## config.mk

```make
export PLATFORM = sky130hd
export DESIGN_NAME = dll_mode_seq_flat
export DESIGN_NICKNAME = d
export VERILOG_FILES = /design/src/rtl/dll_mode_seq_if.sv /design/src/rtl/dll_mode_seq.sv /design/src/flat_wrapper.sv
export SDC_FILE = /design/constraint.sdc
export NUM_CORES = 1
export LEC_CHECK = 0
export CORE_AREA = 2 2 248 250
export DETAILED_ROUTE_END_ITERATION = 8
export DIE_AREA = 0 0 250 252
export PLACE_DENSITY_LB_ADDON = 0.3
export REMOVE_ABC_BUFFERS = 1
export SYNTH_ARGS = -nofsm -noshare
export SYNTH_HDL_FRONTEND = slang
export SYNTH_SLANG_ARGS = --single-unit
```

## constraint.sdc

```tcl
create_clock -name clk -period 7.91 [get_ports clk]
set_input_delay 2.373 -clock clk [delete_from_list [all_inputs] [get_ports clk]]
set_output_delay 2.373 -clock clk [all_outputs]
set_load 0.005 [all_outputs]
```

## src/rtl/dll_mode_seq_if.sv

```systemverilog
// Request/handshake and DDR4 command-bus bundle for the DLL mode-switch sequencer.
// The sequencer attaches through the slave modport; its driver uses master.
interface dll_mode_seq_if #(
  parameter int unsigned BANK_WIDTH = 2,
  parameter int unsigned BG_WIDTH   = 2,
  parameter int unsigned CS_WIDTH   = 1,
  parameter int unsigned CKE_WIDTH  = 2
);
  logic                      req_valid;
  logic                      req_ready;
  logic [13:0]               req_mr0;
  logic [13:0]               req_mr2;
  logic                      seq_done;
  logic                      busy;
  logic                      timeout_err;
  logic                      toggle_valid;
  logic                      dllt_done;

  logic [7:0]                n_ACT_n;
  logic [135:0]              n_ADR;
  logic [BANK_WIDTH*8-1:0]   n_BA;
  logic [BG_WIDTH*8-1:0]     n_BG;
  logic [CS_WIDTH*8-1:0]     n_CS_n;
  logic [CKE_WIDTH*8-1:0]    n_CKE;

  logic [7:0]                t_ACT_n;
  logic [135:0]              t_ADR;
  logic [BANK_WIDTH*8-1:0]   t_BA;
  logic [BG_WIDTH*8-1:0]     t_BG;
  logic [CS_WIDTH*8-1:0]     t_CS_n;
  logic [CKE_WIDTH*8-1:0]    t_CKE;

  logic [7:0]                mc_ACT_n;
  logic [135:0]              mc_ADR;
  logic [BANK_WIDTH*8-1:0]   mc_BA;
  logic [BG_WIDTH*8-1:0]     mc_BG;
  logic [CS_WIDTH*8-1:0]     mc_CS_n;
  logic [CKE_WIDTH*8-1:0]    mc_CKE;

  modport master (
    output req_valid, req_mr0, req_mr2, dllt_done,
    output n_ACT_n, n_ADR, n_BA, n_BG, n_CS_n, n_CKE,
    output t_ACT_n, t_ADR, t_BA, t_BG, t_CS_n, t_CKE,
    input  req_ready, seq_done, busy, timeout_err, toggle_valid,
    input  mc_ACT_n, mc_ADR, mc_BA, mc_BG, mc_CS_n, mc_CKE
  );

  modport slave (
    input  req_valid, req_mr0, req_mr2, dllt_done,
    input  n_ACT_n, n_ADR, n_BA, n_BG, n_CS_n, n_CKE,
    input  t_ACT_n, t_ADR, t_BA, t_BG, t_CS_n, t_CKE,
    output req_ready, seq_done, busy, timeout_err, toggle_valid,
    output mc_ACT_n, mc_ADR, mc_BA, mc_BG, mc_CS_n, mc_CKE
  );
endinterface

```

## src/rtl/dll_mode_seq.sv

```systemverilog
// DLL mode-switch sequencer: starts the toggler, lends it the command bus, then
// rewrites MR0/MR2 with tMOD spacing. Also owns the command-bus mux to the PHY.
module dll_mode_seq #(
  parameter int unsigned BANK_WIDTH = 2,
  parameter int unsigned BG_WIDTH   = 2,
  parameter int unsigned CS_WIDTH   = 1,
  parameter int unsigned CKE_WIDTH  = 2,
  parameter int unsigned T_MOD      = 24,
  parameter int unsigned T_TIMEOUT  = 4095
) (
  input logic           clk,
  input logic           rst_n,
  dll_mode_seq_if.slave bus
);
  localparam int unsigned BaW  = BANK_WIDTH * 8;
  localparam int unsigned BgW  = BG_WIDTH * 8;
  localparam int unsigned CsW  = CS_WIDTH * 8;
  localparam int unsigned CkeW = CKE_WIDTH * 8;

  localparam logic [11:0] TModCnt     = 12'(T_MOD);
  localparam logic [11:0] TTimeoutCnt = 12'(T_TIMEOUT);

  typedef enum logic [2:0] {
    StIdle, StToggle, StWaitDllt, StMrs0, StWaitMr0, StMrs2, StWaitMr2, StDone
  } state_e;

  typedef enum logic [1:0] {SelNorm, SelTgl, SelMrs} sel_e;

  typedef struct packed {
    logic [7:0]      act_n;
    logic [135:0]    adr;
    logic [BaW-1:0]  ba;
    logic [BgW-1:0]  bg;
    logic [CsW-1:0]  cs_n;
    logic [CkeW-1:0] cke;
  } cmd_t;

  localparam cmd_t CmdIdle = '{act_n: '1, adr: '1, ba: '0, bg: '0, cs_n: '1, cke: '1};

  state_e      state_q, state_d;
  logic [11:0] cnt_q, cnt_d, cnt_dec;
  logic [13:0] mr0_q, mr0_d, mr2_q, mr2_d;
  logic        toggle_valid_q, toggle_valid_d;
  logic        seq_done_q, seq_done_d;
  logic        timeout_err_q, timeout_err_d;
  cmd_t        cmd_q, cmd_d;
  logic        mrs_fire, mrs_to_mr2;
  logic [13:0] mrs_val;
  sel_e        sel;

  // One counter serves as both the dllt watchdog and the tMOD timer; it never wraps.
  assign cnt_dec = (cnt_q == 12'd0) ? 12'd0 : cnt_q - 12'd1;

  always_comb begin
    state_d        = state_q;
    cnt_d          = cnt_q;
    mr0_d          = mr0_q;
    mr2_d          = mr2_q;
    toggle_valid_d = 1'b0;
    seq_done_d     = 1'b0;
    timeout_err_d  = timeout_err_q;
    mrs_fire       = 1'b0;
    mrs_to_mr2     = 1'b0;
    mrs_val        = mr0_q;
    unique case (state_q)
      StIdle: begin
        if (bus.req_valid) begin
          mr0_d          = bus.req_mr0;
          mr2_d          = bus.req_mr2;
          toggle_valid_d = 1'b1;
          state_d        = StToggle;
        end
      end
      StToggle: begin
        cnt_d   = TTimeoutCnt;
        state_d = StWaitDllt;
      end
      StWaitDllt: begin
        // A done pulse on the last watchdog cycle still counts as success.
        if (bus.dllt_done) begin
          state_d = StMrs0;
        end else if (cnt_q == 12'd0) begin
          timeout_err_d = 1'b1;
          state_d       = StIdle;
        end else begin
          cnt_d = cnt_dec;
        end
      end
      StMrs0: begin
        mrs_fire = 1'b1;
        cnt_d    = TModCnt;
        state_d  = StWaitMr0;
      end
      StWaitMr0: begin
        if (cnt_q == 12'd0) state_d = StMrs2;
        else                cnt_d   = cnt_dec;
      end
      StMrs2: begin
        mrs_fire   = 1'b1;
        mrs_to_mr2 = 1'b1;
        mrs_val    = mr2_q;
        cnt_d      = TModCnt;
        state_d    = StWaitMr2;
      end
      StWaitMr2: begin
        if (cnt_q == 12'd0) begin
          seq_done_d = 1'b1;
          state_d    = StDone;
        end else begin
          cnt_d = cnt_dec;
        end
      end
      StDone:  state_d = StIdle;
      default: state_d = StIdle;
    endcase
  end

  // MRS: CS_n/RAS/CAS/WE low on slots 0-1, address bit i on ADR[i*8+:2].
  always_comb begin
    cmd_d = CmdIdle;
    if (mrs_fire) begin
      cmd_d.cs_n[1:0]     = 2'b00;
      cmd_d.adr[16*8 +: 2] = 2'b00;
      cmd_d.adr[15*8 +: 2] = 2'b00;
      cmd_d.adr[14*8 +: 2] = 2'b00;
      for (int i = 0; i < 14; i++) begin
        cmd_d.adr[i*8 +: 2] = {2{mrs_val[i]}};
      end
      cmd_d.ba[8 +: 2] = {2{mrs_to_mr2}};
    end
  end

  always_ff @(posedge clk) begin
    if (!rst_n) begin
      state_q        <= StIdle;
      cnt_q          <= 12'd0;
      mr0_q          <= 14'd0;
      mr2_q          <= 14'd0;
      toggle_valid_q <= 1'b0;
      seq_done_q     <= 1'b0;
      timeout_err_q  <= 1'b0;
      cmd_q          <= CmdIdle;
    end else begin
      state_q        <= state_d;
      cnt_q          <= cnt_d;
      mr0_q          <= mr0_d;
      mr2_q          <= mr2_d;
      toggle_valid_q <= toggle_valid_d;
      seq_done_q     <= seq_done_d;
      timeout_err_q  <= timeout_err_d;
      cmd_q          <= cmd_d;
    end
  end

  always_comb begin
    unique case (state_q)
      StToggle, StWaitDllt:                     sel = SelTgl;
      StMrs0, StWaitMr0, StMrs2, StWaitMr2:     sel = SelMrs;
      default:                                  sel = SelNorm;
    endcase
  end

  always_comb begin
    bus.mc_ACT_n = bus.n_ACT_n;
    bus.mc_ADR   = bus.n_ADR;
    bus.mc_BA    = bus.n_BA;
    bus.mc_BG    = bus.n_BG;
    bus.mc_CS_n  = bus.n_CS_n;
    bus.mc_CKE   = bus.n_CKE;
    unique case (sel)
      SelTgl: begin
        bus.mc_ACT_n = bus.t_ACT_n;
        bus.mc_ADR   = bus.t_ADR;
        bus.mc_BA    = bus.t_BA;
        bus.mc_BG    = bus.t_BG;
        bus.mc_CS_n  = bus.t_CS_n;
        bus.mc_CKE   = bus.t_CKE;
      end
      SelMrs: begin
        bus.mc_ACT_n = cmd_q.act_n;
        bus.mc_ADR   = cmd_q.adr;
        bus.mc_BA    = cmd_q.ba;
        bus.mc_BG    = cmd_q.bg;
        bus.mc_CS_n  = cmd_q.cs_n;
        bus.mc_CKE   = cmd_q.cke;
      end
      default: ;
    endcase
  end

  assign bus.req_ready    = (state_q == StIdle);
  assign bus.busy         = (state_q != StIdle);
  assign bus.toggle_valid = toggle_valid_q;
  assign bus.seq_done     = seq_done_q;
  assign bus.timeout_err  = timeout_err_q;

endmodule

```

## src/flat_wrapper.sv

```systemverilog
// flat-port wrapper written by rule: the top's interface ports become plain ports
module dll_mode_seq_flat 
#(
  parameter int unsigned BANK_WIDTH = 2,
  parameter int unsigned BG_WIDTH   = 2,
  parameter int unsigned CS_WIDTH   = 1,
  parameter int unsigned CKE_WIDTH  = 2,
  parameter int unsigned T_MOD      = 24,
  parameter int unsigned T_TIMEOUT  = 4095
)
  (clk, rst_n, bus_req_valid, bus_req_mr0, bus_req_mr2, bus_dllt_done, bus_n_ACT_n, bus_n_ADR, bus_n_BA, bus_n_BG, bus_n_CS_n, bus_n_CKE, bus_t_ACT_n, bus_t_ADR, bus_t_BA, bus_t_BG, bus_t_CS_n, bus_t_CKE, bus_req_ready, bus_seq_done, bus_busy, bus_timeout_err, bus_toggle_valid, bus_mc_ACT_n, bus_mc_ADR, bus_mc_BA, bus_mc_BG, bus_mc_CS_n, bus_mc_CKE);
  dll_mode_seq_if #(.BANK_WIDTH(BANK_WIDTH), .BG_WIDTH(BG_WIDTH), .CS_WIDTH(CS_WIDTH), .CKE_WIDTH(CKE_WIDTH)) bus_i ();
  input logic clk;
  input logic rst_n;
  input wire logic [$bits(bus_i.req_valid)-1:0] bus_req_valid;
  input wire logic [$bits(bus_i.req_mr0)-1:0] bus_req_mr0;
  input wire logic [$bits(bus_i.req_mr2)-1:0] bus_req_mr2;
  input wire logic [$bits(bus_i.dllt_done)-1:0] bus_dllt_done;
  input wire logic [$bits(bus_i.n_ACT_n)-1:0] bus_n_ACT_n;
  input wire logic [$bits(bus_i.n_ADR)-1:0] bus_n_ADR;
  input wire logic [$bits(bus_i.n_BA)-1:0] bus_n_BA;
  input wire logic [$bits(bus_i.n_BG)-1:0] bus_n_BG;
  input wire logic [$bits(bus_i.n_CS_n)-1:0] bus_n_CS_n;
  input wire logic [$bits(bus_i.n_CKE)-1:0] bus_n_CKE;
  input wire logic [$bits(bus_i.t_ACT_n)-1:0] bus_t_ACT_n;
  input wire logic [$bits(bus_i.t_ADR)-1:0] bus_t_ADR;
  input wire logic [$bits(bus_i.t_BA)-1:0] bus_t_BA;
  input wire logic [$bits(bus_i.t_BG)-1:0] bus_t_BG;
  input wire logic [$bits(bus_i.t_CS_n)-1:0] bus_t_CS_n;
  input wire logic [$bits(bus_i.t_CKE)-1:0] bus_t_CKE;
  output wire logic [$bits(bus_i.req_ready)-1:0] bus_req_ready;
  output wire logic [$bits(bus_i.seq_done)-1:0] bus_seq_done;
  output wire logic [$bits(bus_i.busy)-1:0] bus_busy;
  output wire logic [$bits(bus_i.timeout_err)-1:0] bus_timeout_err;
  output wire logic [$bits(bus_i.toggle_valid)-1:0] bus_toggle_valid;
  output wire logic [$bits(bus_i.mc_ACT_n)-1:0] bus_mc_ACT_n;
  output wire logic [$bits(bus_i.mc_ADR)-1:0] bus_mc_ADR;
  output wire logic [$bits(bus_i.mc_BA)-1:0] bus_mc_BA;
  output wire logic [$bits(bus_i.mc_BG)-1:0] bus_mc_BG;
  output wire logic [$bits(bus_i.mc_CS_n)-1:0] bus_mc_CS_n;
  output wire logic [$bits(bus_i.mc_CKE)-1:0] bus_mc_CKE;
  assign bus_i.req_valid = bus_req_valid;
  assign bus_i.req_mr0 = bus_req_mr0;
  assign bus_i.req_mr2 = bus_req_mr2;
  assign bus_i.dllt_done = bus_dllt_done;
  assign bus_i.n_ACT_n = bus_n_ACT_n;
  assign bus_i.n_ADR = bus_n_ADR;
  assign bus_i.n_BA = bus_n_BA;
  assign bus_i.n_BG = bus_n_BG;
  assign bus_i.n_CS_n = bus_n_CS_n;
  assign bus_i.n_CKE = bus_n_CKE;
  assign bus_i.t_ACT_n = bus_t_ACT_n;
  assign bus_i.t_ADR = bus_t_ADR;
  assign bus_i.t_BA = bus_t_BA;
  assign bus_i.t_BG = bus_t_BG;
  assign bus_i.t_CS_n = bus_t_CS_n;
  assign bus_i.t_CKE = bus_t_CKE;
  assign bus_req_ready = bus_i.req_ready;
  assign bus_seq_done = bus_i.seq_done;
  assign bus_busy = bus_i.busy;
  assign bus_timeout_err = bus_i.timeout_err;
  assign bus_toggle_valid = bus_i.toggle_valid;
  assign bus_mc_ACT_n = bus_i.mc_ACT_n;
  assign bus_mc_ADR = bus_i.mc_ADR;
  assign bus_mc_BA = bus_i.mc_BA;
  assign bus_mc_BG = bus_i.mc_BG;
  assign bus_mc_CS_n = bus_i.mc_CS_n;
  assign bus_mc_CKE = bus_i.mc_CKE;
  dll_mode_seq #(.BANK_WIDTH(BANK_WIDTH), .BG_WIDTH(BG_WIDTH), .CS_WIDTH(CS_WIDTH), .CKE_WIDTH(CKE_WIDTH), .T_MOD(T_MOD), .T_TIMEOUT(T_TIMEOUT)) u_core (.clk(clk), .rst_n(rst_n), .bus(bus_i));
endmodule
```

* Word-level counts from Yosys, hierarchy flattened *
Cells that the tools add are included.

operators by class
  multiplexer cells = 22
  reduce and logical (&&, ||, !) cells = 15
  equal/unequal tests = 14
  add/sub/neg operators = 1
  bitwise gates (word level) = 1

operator list
  operator               number
  $pmux 136 s2           1
  $pmux 16 s2            3
  $pmux 12 s4            1
  $pmux 8 s2             2
  $mux 12                2
  $pmux 3 s8             1
  $mux 3                 5
  $mux 14                1
  $eq 3x3->1 const B     4
  $logic_not 12->1       1
  $sub 12x1->12 const B  1
  $reduce_and 2->1       5
  $eq 3x2->1 const B     2
  $reduce_or 2->1        3
  $mux 1                 4
  $ne 2x1->1 const B     2
  $ne 2x2->1 const B     2
  $pmux 2 s2             1
  $reduce_and 4->1       1
  $reduce_bool 4->1      1
  $reduce_or 4->1        1
  $eq 3x1->1 const B     1
  $logic_not 3->1        1
  $ne 3x2->1 const B     1
  other kinds (6)        6

word-level totals
  logic and storage cells = 69
  output and inout port bits = 205
  bits in registers = 206

* Depth between registers and ports, before layout *
Gate-level depths: netlist of the first run.

  depth after elaboration = 5
  gate-level depth with buffers = 10
  mapped depth without buffers = 7

* Worst setup path after synthesis of the first run *
OpenSTA, ideal clock, no wires.

  kind = input to output
  start point = in bus_t_ADR[104]
  end point = out bus_mc_ADR[104]
  path slack = 2.930 ns
  stages on the path = 2
  data arrival time = 2.607 ns
  buffers on the path = 0
  data required time = 5.537 ns
  path through = a22oi_1 o21ai_0

between the ends
  longest elaborated chain between the ends = 1

ends and longest elaborated chain
  item             RTL line             source
  start, declared  flat_wrapper.sv:26   input wire logic [$bits(bus_i.t_ADR)-1:0] bus_t_ADR;
  $pmux 136 s2     dll_mode_seq.sv:170  unique case (sel)
  end, declared    flat_wrapper.sv:37   output wire logic [$bits(bus_i.mc_ADR)-1:0] bus_mc_ADR;

Every way passes these cells.

* Worst setup path in the final report of the first run *
  start point = in bus_t_ADR[16]
  end point = out bus_mc_ADR[16]

Same word-level chain as after synthesis.

==> impl_metrics.ini, run 1 <==
[route]
routed_via_density = 3.93
drtAntennaViolNets = 0
vias = 9039
wl_per_cell_um = 21.1
dr.pass1.iters = 5
drt_iter0_drc = 803
drt_wl_total_mm = 48.4
drcViolationCount = 0

[floorplanning]
io_pins = 637
core_um2 = 60100
row_count = 90
die_h_um = 252
die-area_um2 = 63000
initial_core_util_pct = 9.45
chipWidth_um = 250

[cts]
postCtsHoldBufs = 0
cts_tree = yes
cts.sinks = 62
cts-root-buf = clkbuf_16
clk_latency_ns = 0.35
cts_buffers = 9
cts_resized = 0
cts_buffer_depth = 2
cts_setup_buffers = 0
clkTransAtPathRegs_ns = 0.05
h-tree-depth = 3

[critical_path]
startpoint_type = primary input
cp_max_fo = 1
r2r_end = u_core.cnt_q[8]
r2r_start = u_core.cnt_q[4]
crit_path_end_kind = output port
ff2ff_setup_slack_ns = 5.62
ff2ff_path_depth = 5
required_ns = 5.54
path_class = in2out
cp.arrival_ns = 4.27

[global_routing]
grt_pass1_vias = 8759
antenna_found_initial = 38
grt-ovfl-total = 0
grt_first_pass_wirelength_mm = 65.5
grt_util_all_layers_pct = 14.5
grt_max_degree = 120

[placement]
port_buffers = 636
hpwlAfterDp_mm = 40.1
gp_congestion = 0.907
dp_cells = 2275

[sta]
rsz0062_at_grt = false
period_share_pct = 84.0
finalClockSkew_ns = 0.00853
fin_crit_ns = 6.65
fmax_mhz = 150
slew_headroom_pct = 28.9
hold_viol_final = 0
slew_violations = 0
worstMarginPinSlew_ns = 1.06
setup_viol = 0

[yosys]
yosysSeqAreaShare_pct = 21.8
synth_cell_types = 48
yosys.area.top_type = dfxtp_1
synth_top_area_share_pct = 21.8
synth_edf_count = 0
ys_warn_count = 0
synthArstFlopShare_pct = 0
yosys_most_used_dff = dfxtp_1
syn-cell-area_um2 = 5680
synth_seq_cells = 62
synth.area.top_cells = dfxtp_1, nand2_1, o21ai_0
syn_avg_cell_area_um2 = 6.03
synthCells = 943

[final_layout]
synthToLayoutAreaGrowth_pct = 131
layout.cells.non_filler = 2300
fin_nets = 1940
drive_above_1_share_pct = 3.05
finish.utilization_pct = 21.8

[flow_run]
maxCapViolations = 0

[power_and_ir_drop]
p_per_area_nw_per_um2 = 161
peakVddDrop_mv = 0.0975
power_mw = 2.12
leakage_nw = 4.70

[run_status]
outcome = complete, no violations

[hold_path]
holdCritPathClass = reg2reg
hold_depth = 2
hold_end = u_core.cmd_q[160]
min_from = u_core.mr0_q[13]
[worst max-delay path by stage]
| stage | from | endpoint | slack, ns | depth (start not counted) |
|---|---|---|---|---|
| 2_1_floorplan | u_core.state_q[1] | bus_mc_BA[0] | -2.64 | 5 |
| 3_3_place_gp | bus_t_ADR[17] | bus_mc_ADR[17] | 1.38 | 4 |
| 3_5_place_dp | bus_t_ADR[17] | bus_mc_ADR[17] | 1.42 | 4 |
| 4_1_cts | bus_t_ADR[17] | bus_mc_ADR[17] | 1.42 | 4 |
| 5_1_grt | u_core.state_q[1] | bus_mc_ADR[40] | 1.32 | 7 |
| 6_report | bus_t_ADR[16] | bus_mc_ADR[16] | 1.26 | 4 |
[stage by stage]
step	hold WS (ns)	TNS (ns)	setup slack (ns)	area (um^2)
after floorplan	0.440	-231.88	-2.64	5270
after global placement	0.448	0	1.38	12800
after detailed placement	0.455	0	1.42	12800
after CTS	0.467	0	1.42	13100
after global routing	0.484	0	1.32	13100
final	0.462	0	1.26	13100
[layer usage]
layer  routed length (um)  global-route usage [%]  vias to the layer above
met5                   71                       0                        -
met4                  806                    3.73                       10
li1                     -                       -                     4443
met3                 3740                    4.03                       63
met2                23400                    24.5                      423
met1                20400                    18.1                     4100
[synthesized netlist by cell type, types with 2 or more instances]
library cell and number:
a22o_1 30, and2_1 3, nor4_1 2, a21oi_2 2
buf_4 2, o21ba_1 2, o21a_1 2, nor2_1 8
xor2_1 2, a22oi_1 30, dfxtp_1 62, nand3_1 15
nand3b_1 3, buf_1 11, o21ai_0 175, nand2_1 263
nor3_1 5, and3_1 6, ha_1 4, buf_6 2
o211a_1 2, nand2b_1 2, nor2b_1 5, o221a_1 6
a21oi_1 156, inv_1 10, buf_2 3, clkbuf_1 83
a21boi_0 28
[report_power, final]
group	switching, mW	internal (mW)	total [mW]
Combinational	0.609	0.697	1.31
Clock	0.157	0.293	0.450
Sequential	0.0228	0.339	0.361
[critical path, stage by stage]
cell and delay [ns]:
clkdlybuf4s50_1 0.44, a22oi_1 0.76, o21ai_0 0.20, clkdlybuf4s50_1 0.49
[cell families after synthesis]
family | Yosys count | share of synthesized area (%)
XOR/XNOR | 2 | 0.308
multiplexers | 1 | 0.176
flip-flops | 62 | 21.8
buffers and inverters | 112 | 8.03
adder cells (fa/ha/maj) | 4 | 0.881
AND/OR/NAND/NOR | 321 | 23.3
AO/OA/AOI/OAI | 441 | 45.5
[layout by cell type (no fill, tap or decap), types with 10 or more instances in the layout]
cell type / n
a21boi_0: 28
a21oi_1: 156
a22o_1: 30
a22oi_1: 30
buf_4: 15
clkdlybuf4s50_1: 635
dfxtp_1: 62
inv_1: 10
nand2_1: 263
nand3_1: 15
o21ai_0: 175
[flip-flops by register name, indices dropped and copies added, names as in the netlist]
signal and flops:
u_core.cnt_q 12, u_core.mr0_q 14, u_core.mr2_q 14, u_core.bus.toggle_valid 1, u_core.bus.seq_done 1, u_core.cmd_q 16
u_core.state_q 3, u_core.bus.timeout_err 1
[area by class of cell]
cell class              count  area (um^2)
diodes                      9         22.5
inverters                  10         37.5
clock buffers              11          253
flip-flops and latches     62         1240
fillers                  6721        47000
well taps                 782          978
repair buffers            652         6490
clock inverters             5         81.3
multi-input cells         769         4020
Power figures use the tool's default switching activity.
==> run 2: changes to the inputs <==
--- a/config.mk
+++ b/config.mk
@@ -5,9 +5,9 @@
 export SDC_FILE = /design/constraint.sdc
 export NUM_CORES = 1
 export LEC_CHECK = 0
-export CORE_AREA = 2 2 248 250
+export CORE_AREA = 2 2 246 248
 export DETAILED_ROUTE_END_ITERATION = 8
-export DIE_AREA = 0 0 250 252
+export DIE_AREA = 0 0 248 250
 export PLACE_DENSITY_LB_ADDON = 0.3
 export REMOVE_ABC_BUFFERS = 1
 export SYNTH_ARGS = -nofsm -noshare
==> constraint.sdc (replaced) <==
create_clock -name clk -period 6.3 [get_ports clk]
set_input_delay 1.89 -clock clk [delete_from_list [all_inputs] [get_ports clk]]
set_output_delay 1.89 -clock clk [all_outputs]
set_load 0.005 [all_outputs]
==> run 2 against run 1 <==
Net effect:
- sequential power up 26%
- largest cell class unchanged
- power up 24%
- largest power group unchanged
- highest routed layer unchanged
- design area up 0.69%
- non-clock buffer count up 5
==> impl_metrics.ini, run 2 (synthesis gave the netlist of run 1 again) <==
[hold_path]
holdCritPathClass = reg2reg

[sta]
hold_viol_final = 0
slew_violations = 0
period_share_pct = 85.4
slew_headroom_pct = 27.3
fmax_mhz = 186
fin_crit_ns = 5.38
tns_ns = 0
worstMarginPinSlew_ns = 1.09
finalClockSkew_ns = 0.00994
setup_viol = 0
rsz0062_at_grt = false

[placement]
hpwlAfterDp_mm = 37.3
port_buffers = 636
dp_cells = 2280
gp_congestion = 0.869

[floorplanning]
die_h_um = 250
row_count = 90
chipWidth_um = 248
io_pins = 637
core_um2 = 59600
initial_core_util_pct = 9.54
die-area_um2 = 62000

[critical_path]
crit_path_end_kind = output port
r2r_start = u_core.state_q[2]
startpoint_type = primary input
ff2ff_path_depth = 4
r2r_end = u_core.mr2_q[11]
ff2ff_setup_slack_ns = 3.83
startpoint = bus_t_ADR[1]
cp.arrival_ns = 3.49
required_ns = 4.41
path_class = in2out
crit_end = bus_mc_ADR[1]
cp_max_fo = 2

[global_routing]
grt_max_degree = 95
grt_first_pass_wirelength_mm = 60.6
grt-ovfl-total = 0
grt_pass1_vias = 8690
grt_util_all_layers_pct = 13.4
antenna_found_initial = 28

[route]
routed_via_density = 3.87
dr.pass1.iters = 5
drt_wl_total_mm = 45.1
wl_per_cell_um = 19.6
vias = 8911
drt_iter0_drc = 421
drcViolationCount = 0
drtAntennaViolNets = 0

[cts]
clkTransAtPathRegs_ns = 0.06
cts_buffers = 9
cts.sinks = 62
clk_latency_ns = 0.34
cts_tree = yes
cts_buffer_depth = 2
cts_resized = 0
cts_setup_buffers = 0
h-tree-depth = 3
postCtsHoldBufs = 0
cts-root-buf = clkbuf_16

[final_layout]
layout.cells.non_filler = 2303
final_common_cell = clkdlybuf4s50_1
largest_register_ffs = 16
finish.utilization_pct = 22.2
fin_nets = 1945
regMostFlops = u_core.cmd_q
layout_common_cells = clkdlybuf4s50_1, nand2_1, o21ai_0, a21oi_1, dfxtp_1
synthToLayoutAreaGrowth_pct = 133
drive_above_1_share_pct = 3.30
top_regs = u_core.cmd_q: 16 flops, u_core.mr0_q: 14 flops, u_core.mr2_q: 14 flops

[power_and_ir_drop]
peakVddDrop_mv = 0.147
leakage_nw = 4.74
p_per_area_nw_per_um2 = 199
power_mw = 2.64

[run_status]
outcome = complete, no violations

[flow_run]
maxCapViolations = 0
## run 2: routing by layer
metal	GRT usage, %	share of wire (%)	routed length, um	vias up
met1	15.9	41	18400	3997
met2	23.6	48	21800	403
met5	0	0.093	42	-
met4	3.22	2.0	916	6
li1	-	-	-	4450
met3	3.75	8.8	3970	55
## run 2: power breakdown
group / total [mW] / switching, mW / internal [mW]
combinational: 1.63 / 0.730 / 0.898
clock: 0.554 / 0.202 / 0.352
sequential: 0.454 / 0.0289 / 0.425
total: 2.64 / 0.961 / 1.67
## run 2: worst min path at each step
stage,slack [ns],from,cells after the start,to
after floorplan,0.44,u_core.mr2_q[6],2,u_core.cmd_q[105]
final,0.46,u_core.mr0_q[8],2,u_core.mr0_q[8]
after detailed placement,0.46,u_core.mr2_q[10],2,u_core.cmd_q[137]
after CTS,0.47,u_core.mr0_q[13],2,u_core.mr0_q[13]
after global routing,0.48,u_core.mr0_q[12],2,u_core.mr0_q[12]
after global placement,0.45,u_core.mr0_q[12],2,u_core.cmd_q[153]
## run 2: area by class of cell
class	count	area [um^2]
antenna	7	17.5
clock inverter	7	104
timing repair buffer	657	6600
tap	782	978
inverter	10	37.5
multi-input combinational	769	4010
clock buffer	9	225
fill	6628	46400
sequential	62	1240
## run 2: worst max-delay path, cell delays in order
cell             delay, ns
clkdlybuf4s50_1       0.46
a22oi_1               0.15
o21ai_0               0.42
clkdlybuf4s50_1       0.58
## run 2: metrics by stage
| stage | area [um^2] | hold slack (ns) | setup slack, ns |
|---|---|---|---|
| global placement | 12900 | 0.449 | 0.874 |
| global route | 13200 | 0.483 | 0.679 |
| finish | 13200 | 0.461 | 0.917 |
| CTS | 13200 | 0.466 | 0.849 |
| floorplan | 5270 | 0.440 | -3.77 |
| detailed placement | 12900 | 0.455 | 0.890 |
==> run 3: changes to the inputs <==
--- a/config.mk
+++ b/config.mk
@@ -9,7 +9,6 @@
 export DETAILED_ROUTE_END_ITERATION = 8
 export DIE_AREA = 0 0 248 250
 export PLACE_DENSITY_LB_ADDON = 0.3
-export REMOVE_ABC_BUFFERS = 1
 export SYNTH_ARGS = -nofsm -noshare
 export SYNTH_HDL_FRONTEND = slang
 export SYNTH_SLANG_ARGS = --single-unit
==> run 3 against run 2 <==
Net effect:
- clock-buffer cell count up 2
- sequential cell count unchanged
- critical path depth unchanged
- design area down 0.83%
- combinational power about the same
- critical path type unchanged
- critical endpoint is now bus_mc_BA[8]
- largest power group unchanged
==> impl_metrics.ini, run 3 (synthesis gave the netlist of run 1 again) <==
[global_routing]
gr-usage-met2_pct = 22.0
grt.met1_usage_pct = 16.6
grt_util_all_layers_pct = 12.9
grt-ovfl-total = 0
grt_pass1_vias = 8444
gr-usage-met3_pct = 2.74
busiest_layer = met2
antenna_found_initial = 19
grt_first_pass_wirelength_mm = 59.1
grt_max_degree = 118

[final_layout]
final_common_cell = clkdlybuf4s50_1
finish.utilization_pct = 22.0
drive_above_1_share_pct = 2.85
synthToLayoutAreaGrowth_pct = 131
regMostFlops = u_core.cmd_q
largest_register_ffs = 16
layout_common_cells = clkdlybuf4s50_1, nand2_1, o21ai_0, a21oi_1, dfxtp_1
fillers = 6661
fin_nets = 1938
fin_area_um2 = 13100
top_regs = u_core.cmd_q: 16 flops, u_core.mr0_q: 14 flops, u_core.mr2_q: 14 flops

[cts]
cts_setup_buffers = 0
cts_tree = yes
h-tree-depth = 3
clkTransAtPathRegs_ns = 0.05
cts_resized = 0
cts_buffers = 9
cts-root-buf = clkbuf_16
postCtsHoldBufs = 0
clk_latency_ns = 0.33
cts.sinks = 62
cts_buffer_depth = 2

[sta]
rsz0062_at_grt = false
hold_viol_final = 0
slew_violations = 0
fmax_mhz = 182
fin_crit_ns = 5.48
tns_ns = 0
slew_headroom_pct = 33.4
period_share_pct = 87.0
finalClockSkew_ns = 0.00622
worstMarginPinSlew_ns = 0.999
setup_viol = 0
final_critical_path_setup_slack_ns = 0.816

[power_and_ir_drop]
p_per_area_nw_per_um2 = 193
switchingPower_uw = 936
clkPwrFrac_pct = 18.5
leakage_nw = 4.68
pwr-share-comb_pct = 63.5
pwr-share-seq_pct = 18.0
peakVddDrop_mv = 0.122
swShare_pct = 36.9
internal-power_mw = 1.60
power_mw = 2.54

[route]
routed_via_density = 3.86
drt_iter0_drc = 568
vias = 8857
dr.pass1.iters = 5
wl_per_cell_um = 19.1
drt_wl_total_mm = 43.8
drtAntennaViolNets = 0
drcViolationCount = 0

[floorplanning]
initial_core_util_pct = 9.54
chipWidth_um = 248
die_h_um = 250
core_um2 = 59600
row_count = 90
io_pins = 637
die-area_um2 = 62000

[placement]
hpwlAfterDp_mm = 35.8
dp_slack_ns = 0.683
port_buffers = 636
placed_cell_area_um2 = 12800
gp_congestion = 0.882

[critical_path]
crit_path_end_kind = output port
cp_max_fo = 1
path_cells = clkdlybuf4s50_1, a22oi_1, o21ai_0, clkdlybuf4s50_1
path_class = in2out
cp_slowest_cell = clkdlybuf4s50_1
critPathMaxStageDelay_ns = 0.60
startpoint_type = primary input
cp.arrival_ns = 3.59
path_common_cell = clkdlybuf4s50_1
required_ns = 4.41

[hold_path]
holdCritPathClass = reg2reg

[flow_run]
maxCapViolations = 0

[run_status]
outcome = complete, no violations

[yosys]
syn_nets = 1379
==> run 3: changes by cell type in the layout (fill, tap and decap cells not counted) <==
cell and change:
inv_6 -3, clkinv_4 -1, buf_12 -1, bufinv_16 -2
buf_4 -6, clkinv_2 +2, clkinvlp_4 +2, diode_2 -1
clkbuf_8 +2
==> run 3: per-layer routing <==
| layer | wire, um | vias up |
|---|---|---|
| met2 | 21100 | 352 |
| met4 | 393 | 6 |
| met5 | 37 | - |
| li1 | - | 4430 |
| met3 | 3330 | 39 |
| met1 | 18900 | 4030 |
==> run 3: worst max-delay path, delay by kind of cell <==
kind / cells / cell delay [ns]
buffers and inverters: 2 / 1.08
AOI/OAI and AO/OA: 2 / 0.62
==> run 3: power by group through the flow <==
stage,clock [mW],combinational [mW],sequential [mW]
final,0.468,1.61,0.457
after detailed placement,0,1.62,0.465
after global routing,0.495,1.75,0.462
after global placement,0,1.61,0.464
after floorplan,0,0.632,0.451
after CTS,0.480,1.63,0.457
==> run 3: cell type report <==
cell class	count	area, um^2	area share, %
timing repair buffer	650	6530	49.9
multi-input combinational	769	4010	30.6
sequential	62	1240	9.47
tap	782	978	7.47
clock buffer	11	253	1.93
inverter	10	37.5	0.286
clock inverter	5	33.8	0.258
antenna	6	15.0	0.115
==> run 3: path summary, 6_finish.rpt <==
| check | startpoint | to | slack (ns) | depth (start not counted) |
|---|---|---|---|---|
| worst min register to register | u_core.mr0_q[5] | u_core.mr0_q[5] | 0.46 | 2 |
| worst max register to register | u_core.state_q[2] | u_core.mr0_q[9] | 3.95 | 4 |
| worst min-delay path | u_core.mr0_q[5] | u_core.mr0_q[5] | 0.46 | 2 |
| worst max-delay path | bus_t_BA[8] | bus_mc_BA[8] | 0.82 | 4 |
==> run 3: through the flow <==
stage	hold WS [ns]	cells
floorplan	0.440	943
global placement	0.454	2273
detailed placement	0.458	2273
CTS	0.465	2289
global route	0.482	2294
finish	0.462	2295
